==> config.mk <==
export PLATFORM = sky130hd
export DESIGN_NAME = tcu_uop_dispatch
export DESIGN_NICKNAME = d
export VERILOG_FILES = /design/src/rtl/tcu_uop_dispatch.sv
export SDC_FILE = /design/constraint.sdc
export NUM_CORES = 1
export LEC_CHECK = 0
export BUFFER_PORTS_ARGS = -buffer_cell sky130_fd_sc_hd__buf_2
export CAP_MARGIN = 25
export CORE_UTILIZATION = 45
export DETAILED_ROUTE_END_ITERATION = 8
export GPL_TIMING_DRIVEN = 0
export PLACE_DENSITY = 0.81
export SLEW_MARGIN = 5
export SYNTH_ARGS = -nofsm -noshare
export SYNTH_HDL_FRONTEND = slang
export SYNTH_SLANG_ARGS = --single-unit
==> constraint.sdc <==
create_clock -name clk -period 8.55 [get_ports clk]
set_clock_uncertainty 0.1 [all_clocks]
set_input_delay 0.4275 -clock clk [delete_from_list [all_inputs] [get_ports clk]]
set_output_delay 0.4275 -clock clk [all_outputs]
set_load 0.02 [all_outputs]
==> src/rtl/tcu_uop_dispatch.sv <==
// rtl/tcu_uop_dispatch.sv - issue-side dispatcher feeding the TCU micro-op expander
module tcu_uop_dispatch #(
  parameter int              TCU_UOPS  = 8,
  parameter int              DATA_W    = 64,
  parameter int              EX_LSB    = 0,
  parameter int              EX_W      = 3,
  parameter logic [EX_W-1:0] EX_TCU_ID = EX_W'(5),
  localparam int             IDX_W     = $clog2(TCU_UOPS) + 1
) (
  input  logic              clk,
  input  logic              reset,
  input  logic              in_valid,
  input  logic [DATA_W-1:0] in_data,
  output logic              in_ready,
  output logic [DATA_W-1:0] exp_ibuf,
  output logic              exp_start,
  output logic              exp_next,
  input  logic [DATA_W-1:0] exp_uop,
  input  logic              exp_done,
  output logic              out_valid,
  output logic [DATA_W-1:0] out_data,
  input  logic              out_ready,
  output logic              busy,
  output logic [IDX_W-1:0]  uop_idx
);

  typedef enum logic [1:0] {IDLE, START, EXPAND} state_t;

  state_t              state;
  state_t              state_nxt;
  logic [DATA_W-1:0]   hold_q;
  logic                slot_free;
  logic                slot_load;
  logic [DATA_W-1:0]   slot_src;
  logic                hold_load;
  logic                is_tcu;
  logic                in_fire;

  // The output slot can take a new entry when it is empty or being drained this cycle.
  assign slot_free = ~out_valid | out_ready;
  assign is_tcu    = (in_data[EX_LSB +: EX_W] == EX_TCU_ID);
  assign exp_ibuf  = hold_q;
  assign busy      = (state != IDLE);

  // Next-state and handshake decode; everything is gated by reset so nothing fires while held.
  always_comb begin
    state_nxt = state;
    in_ready  = 1'b0;
    exp_start = 1'b0;
    exp_next  = 1'b0;
    slot_load = 1'b0;
    slot_src  = in_data;
    hold_load = 1'b0;
    in_fire   = 1'b0;
    case (state)
      IDLE: begin
        in_ready = slot_free & reset;
        in_fire  = in_valid & slot_free & reset;
        if (in_fire) begin
          if (is_tcu) begin
            hold_load = 1'b1;
            state_nxt = START;
          end else begin
            slot_load = 1'b1;
          end
        end
      end
      START: begin
        exp_start = reset;
        state_nxt = EXPAND;
      end
      EXPAND: begin
        exp_next = slot_free & reset;
        if (exp_next) begin
          slot_load = 1'b1;
          slot_src  = exp_uop;
          if (exp_done) state_nxt = IDLE;
        end
      end
      default: state_nxt = IDLE;
    endcase
  end

  // State register; reset abandons any expansion in flight.
  always_ff @(posedge clk) begin
    if (!reset) state <= IDLE;
    else        state <= state_nxt;
  end

  // Output slot valid: set on load, cleared when drained without a replacement.
  always_ff @(posedge clk) begin
    if (!reset)         out_valid <= 1'b0;
    else if (slot_load) out_valid <= 1'b1;
    else if (out_ready) out_valid <= 1'b0;
  end

  // Output slot payload; only written on a load so backpressure freezes it.
  always_ff @(posedge clk) begin
    if (slot_load) out_data <= slot_src;
  end

  // Held TCU entry presented to the expander for the whole expansion.
  always_ff @(posedge clk) begin
    if (hold_load) hold_q <= in_data;
  end

  // Micro-ops emitted for the current instruction, saturating at the full count.
  always_ff @(posedge clk) begin
    if (!reset)
      uop_idx <= '0;
    else if (exp_start)
      uop_idx <= '0;
    else if (exp_next && (uop_idx != IDX_W'(TCU_UOPS)))
      uop_idx <= uop_idx + 1'b1;
  end

endmodule

Yosys cells after proc, flatten, opt, wreduce, memory -nomap -nowiden:

Cells that the tools add are included.

* bits in registers: 135
* bits of input ports: 133
* output and inout port bits: 137
* logic and storage cells: 45

* $add $sub $neg: 1
* eq/ne operators: 8
* mux-type cells: 19
* bitwise operators: 6
* reduce and logical (&&, ||, !) cells: 6

Operators with widths (count)
* $mux 64: 2
* $mux 1: 11
* $mux 2: 4
* $ne 2x2->1 const B: 4
* $pmux 2 s3: 1
* $add 4x1->4 const B: 1
* $ne 4x4->1 const B: 1
* $reduce_and 4->1: 1
* $reduce_bool 2->1: 2
* $and 1x1->1: 3
* $eq 3x3->1 const B: 1
* $eq 2x1->1 const B: 1
* $eq 2x2->1 const B: 1
* $logic_not 2->1: 1
* $not 1->1: 2
* $pmux 1 s2: 1
* $reduce_or 2->1: 1
* $logic_and 1x1->1: 1
* $or 1x1->1: 1

Logic depth before layout (Yosys ltp):

* depth in word-level cells: 7
* depth in mapped cells: 6
* mapped depth without buffers: 5

Worst setup path before layout:

OpenSTA, ideal clock, no wires.

* path type: input to register
* from: input reset
* to: register out_data[0], enable pin
* data arrival time: 5.417 ns
* data required time: 7.876 ns
* setup slack: 2.459 ns
* cell stages on the path: 3
* path buffers: 1
* cell sequence: clkbuf_1 -> nand4_1 -> o21ai_0

* cells in the longest elaborated chain, start to end: 3
* elaborated cells on any way between the ends: 5

Ends and longest elaborated chain
* from (decl): line 11 `input logic reset,`
* $and 1x1->1 (on tied branches): line 73, 58
* $mux 1 (on tied branches): line 74, 59
* $pmux 1 s2 *: line 55 `case (state)`
* named net slot_load: line 33 `logic slot_load;`
* to (signal assigned): line 99 `if (slot_load) out_data <= slot_src;`
* to (decl): line 21 `output logic [DATA_W-1:0] out_data,`

Mark *: on every way through the listed nets, which the timed path passes. The rest lies on a longest branch.
A chain may end at the register's enable or synchronous reset.

Worst setup path in the final report:

* from: register out_valid
* to: output exp_next

* cells in the longest elaborated chain, start to end: 4

Ends and longest elaborated chain
* from (decl): line 20 `output logic out_valid,`
* from (signal assigned): line 92 `if (!reset) out_valid <= 1'b0;`
* from (signal assigned): line 93 `else if (slot_load) out_valid <= 1'b1;`
* from (signal assigned): line 94 `else if (out_ready) out_valid <= 1'b0;`
* $not 1->1: line 40 `assign slot_free = ~out_valid | out_ready;`
* $or 1x1->1: line 40
* $and 1x1->1: line 73 `exp_next = slot_free & reset;`
* $mux 1: line 55
* to (decl): line 17 `output logic exp_next,`

No other way between the ends.

==> flow_summary.json <==
{
  "wl_per_cell_um": 18.4,
  "grt_pass1_vias": 3553,
  "setup_viol": 0,
  "rsz0062_at_grt": "false",
  "antenna_cells": 0,
  "crit_family": "buffers and inverters",
  "portBuffers": 269,
  "syn_area_um2": 5130,
  "synth.distinct_cells": 25,
  "place.gp.congestion": 0.783,
  "cap_violations": 0,
  "drt-total-wl_um": 12700,
  "cts_tree": "yes",
  "critical_path.slowest_cell": "dfxtp_1",
  "synth-edff-count": 128,
  "fin_crit_ns": 2.27,
  "synth_cells": 245,
  "post_cts_buffers": 0,
  "status": "finished, final reports clean",
  "leakagePower_nw": 3.20,
  "grt_use_total": 0.219,
  "die_area_um2": 11800,
  "cp.depth": 7,
  "place_area_um2": 6750,
  "crit_type": "register to primary output",
  "drive_gt1_frac": 0.685,
  "io_pins": 270,
  "max_stage_delay_ns": 0.32,
  "synth_top_area_share": 0.749,
  "place_hpwl_um": 9280,
  "ys_ff_latch": 135,
  "drc": 0,
  "cts-root-buf": "clkbuf_16",
  "core_um2": 11000,
  "end_kind": "primary output",
  "rows": 38,
  "cts_hold_buf": 0,
  "synthTopCellsByArea": "edfxtp_1 75%, mux2_2 8.3%, mux2_4 7.9%",
  "hold_violations": 0,
  "final_max_slew_viol_count": 0,
  "cts_made_buffers": 17,
  "antenna_left": 0,
  "synth_most_common_cell": "edfxtp_1",
  "min_period_over_period": 0.266,
  "path_max_fanout": 10,
  "yosysWarningCount": 0,
  "synth_common_cells": "128 x edfxtp_1, 38 x mux2_2, 27 x mux2_4",
  "multiInputGateArea_um2": 1070,
  "area.sequential_um2": 3980,
  "pre_cts_slack_ns": 6.05,
  "vias_per_cell": 4.98,
  "startpoint_type": "register",
  "fp.dieW_um": 109,
  "p_total_w": 0.00152,
  "antenna_found_initial": 0,
  "htree_num_levels": 4,
  "rr_worst_depth": 5,
  "syn-num-nets": 380,
  "setup_tns_ns": 0,
  "max-vdd-ir-drop_uv": 162,
  "synth_seq_area_share": 0.777,
  "fin_ws_ns": 6.28,
  "arrival_ns": 1.75,
  "fin_area_um2": 7270,
  "grt_overflow": 0,
  "path_clk_slew_ns": 0.06,
  "die_h_um": 109,
  "n_fill_cell": 793,
  "clkLatencyLatePin_ns": 0.41,
  "fmax_mhz": 440,
  "critPathBufInv": 5,
  "yosysTopAreaCell": "edfxtp_1",
  "grt_pass1_wl_um": 18400,
  "relSlewSlack": 0.622,
  "synth-main-ff-cell": "edfxtp_1",
  "ys_async_sr_fraction": 0,
  "crit_chain": "nand2b_1, buf_2, nand3_2, buf_6, buf_6, inv_1, buf_2",
  "vias": 3433,
  "nets": 672,
  "drtPass1Iterations": 4,
  "clock_sinks": 135,
  "min_path_cells": 1,
  "drt_iter0_drc": 161,
  "p_per_area_nw_per_um2": 209,
  "start_util": 0.467,
  "hold_path.class": "input port to register",
  "cts_buffer_depth": 2,
  "areaGrowthSynthToFinish_pct": 41.8,
  "crit_required_ns": 8.02,
  "hold_ws_ns": 0.102,
  "syn_avg_cell_area_um2": 20.9,
  "ctsResizeCount": 0,
  "grt_max_degree": 33,
  "worst_pin_slew_ns": 0.565
}
## through the flow
| step | utilization | instances |
|---|---|---|
| floorplan | - | 245 |
| global placement | 0.605 | 654 |
| detailed placement | 0.614 | 658 |
| CTS | 0.662 | 690 |
| global route | 0.662 | 690 |
| finish | 0.662 | 690 |
## area by class of cell
cell class | instances | area share
sequential | 135 | 0.548
timing repair buffer | 273 | 0.196
multi-input combinational | 95 | 0.147
clock buffer | 19 | 0.0595
tap | 140 | 0.0241
clock inverter | 13 | 0.0122
buffer | 9 | 0.00946
inverter | 6 | 0.00310
## routing by layer
layer	up-vias	wire length, um	GRT usage
met5	-	0	0
met4	0	323	0.111
met3	26	1020	0.0747
met2	193	6770	0.391
met1	1671	4560	0.226
li1	1543	-	-
## sequential cells by signal, summed over array words and instances (netlist names)
| register | count |
|---|---|
| exp_ibuf | 64 |
| out_data | 64 |
| uop_idx | 4 |
| state | 2 |
| out_valid | 1 |
## placed cells by master (no fill, tap or decap)
cell and n:
buf_2 273, edfxtp_1 128, mux2_2 38, mux2_4 27
clkbuf_16 17, clkinv_2 8, dfxtp_1 7, inv_1 6
buf_6 4, buf_12 4, clkbuf_1 3, nand2b_1 3
nand4_1 3, and3_1 3, nand3_1 3, mux2i_1 3
clkinv_1 3, nor2_1 2, nor2b_4 2, ha_1 2
and3b_1 1, nand3_2 1, o21ai_4 1, nand2_1 1
o2111ai_1 1, nor2b_1 1, a21boi_0 1, o21a_1 1
o221ai_1 1, bufinv_16 1, clkinvlp_4 1
## power breakdown
group	total, W	leakage, nW	internal [W]	switching, W
Sequential	0.000753	1.23	0.000748	0.00000494
Clock	0.000648	0.262	0.000391	0.000257
Combinational	0.000120	1.71	0.0000550	0.0000646
Total	0.00152	3.20	0.00119	0.000327
## cells by family (layout without fill, tap and decap cells)
kind of cell,after synthesis,in the layout,synth area share
muxes,68,68,0.168
and+or+nand+nor,20,20,0.0249
AOI/OAI and AO/OA,5,5,0.00732
buffers and inverters,15,320,0.0178
adders and majority gates,2,2,0.00488
DFF,135,135,0.777
## path summary, 6_finish.rpt
kind	from	to	slack, ns
hold / removal	in_data[8]	exp_ibuf[8]$_DFFE_PP_	0.10
setup reg to reg	out_valid$_SDFFE_PN0P_	out_data[20]$_DFFE_PP_	6.38
setup / recovery	out_valid$_SDFFE_PN0P_	exp_next	6.28
hold reg to reg	uop_idx[3]$_SDFFE_PP0P_	uop_idx[3]$_SDFFE_PP0P_	0.41
(Power assumes the default switching activity.)
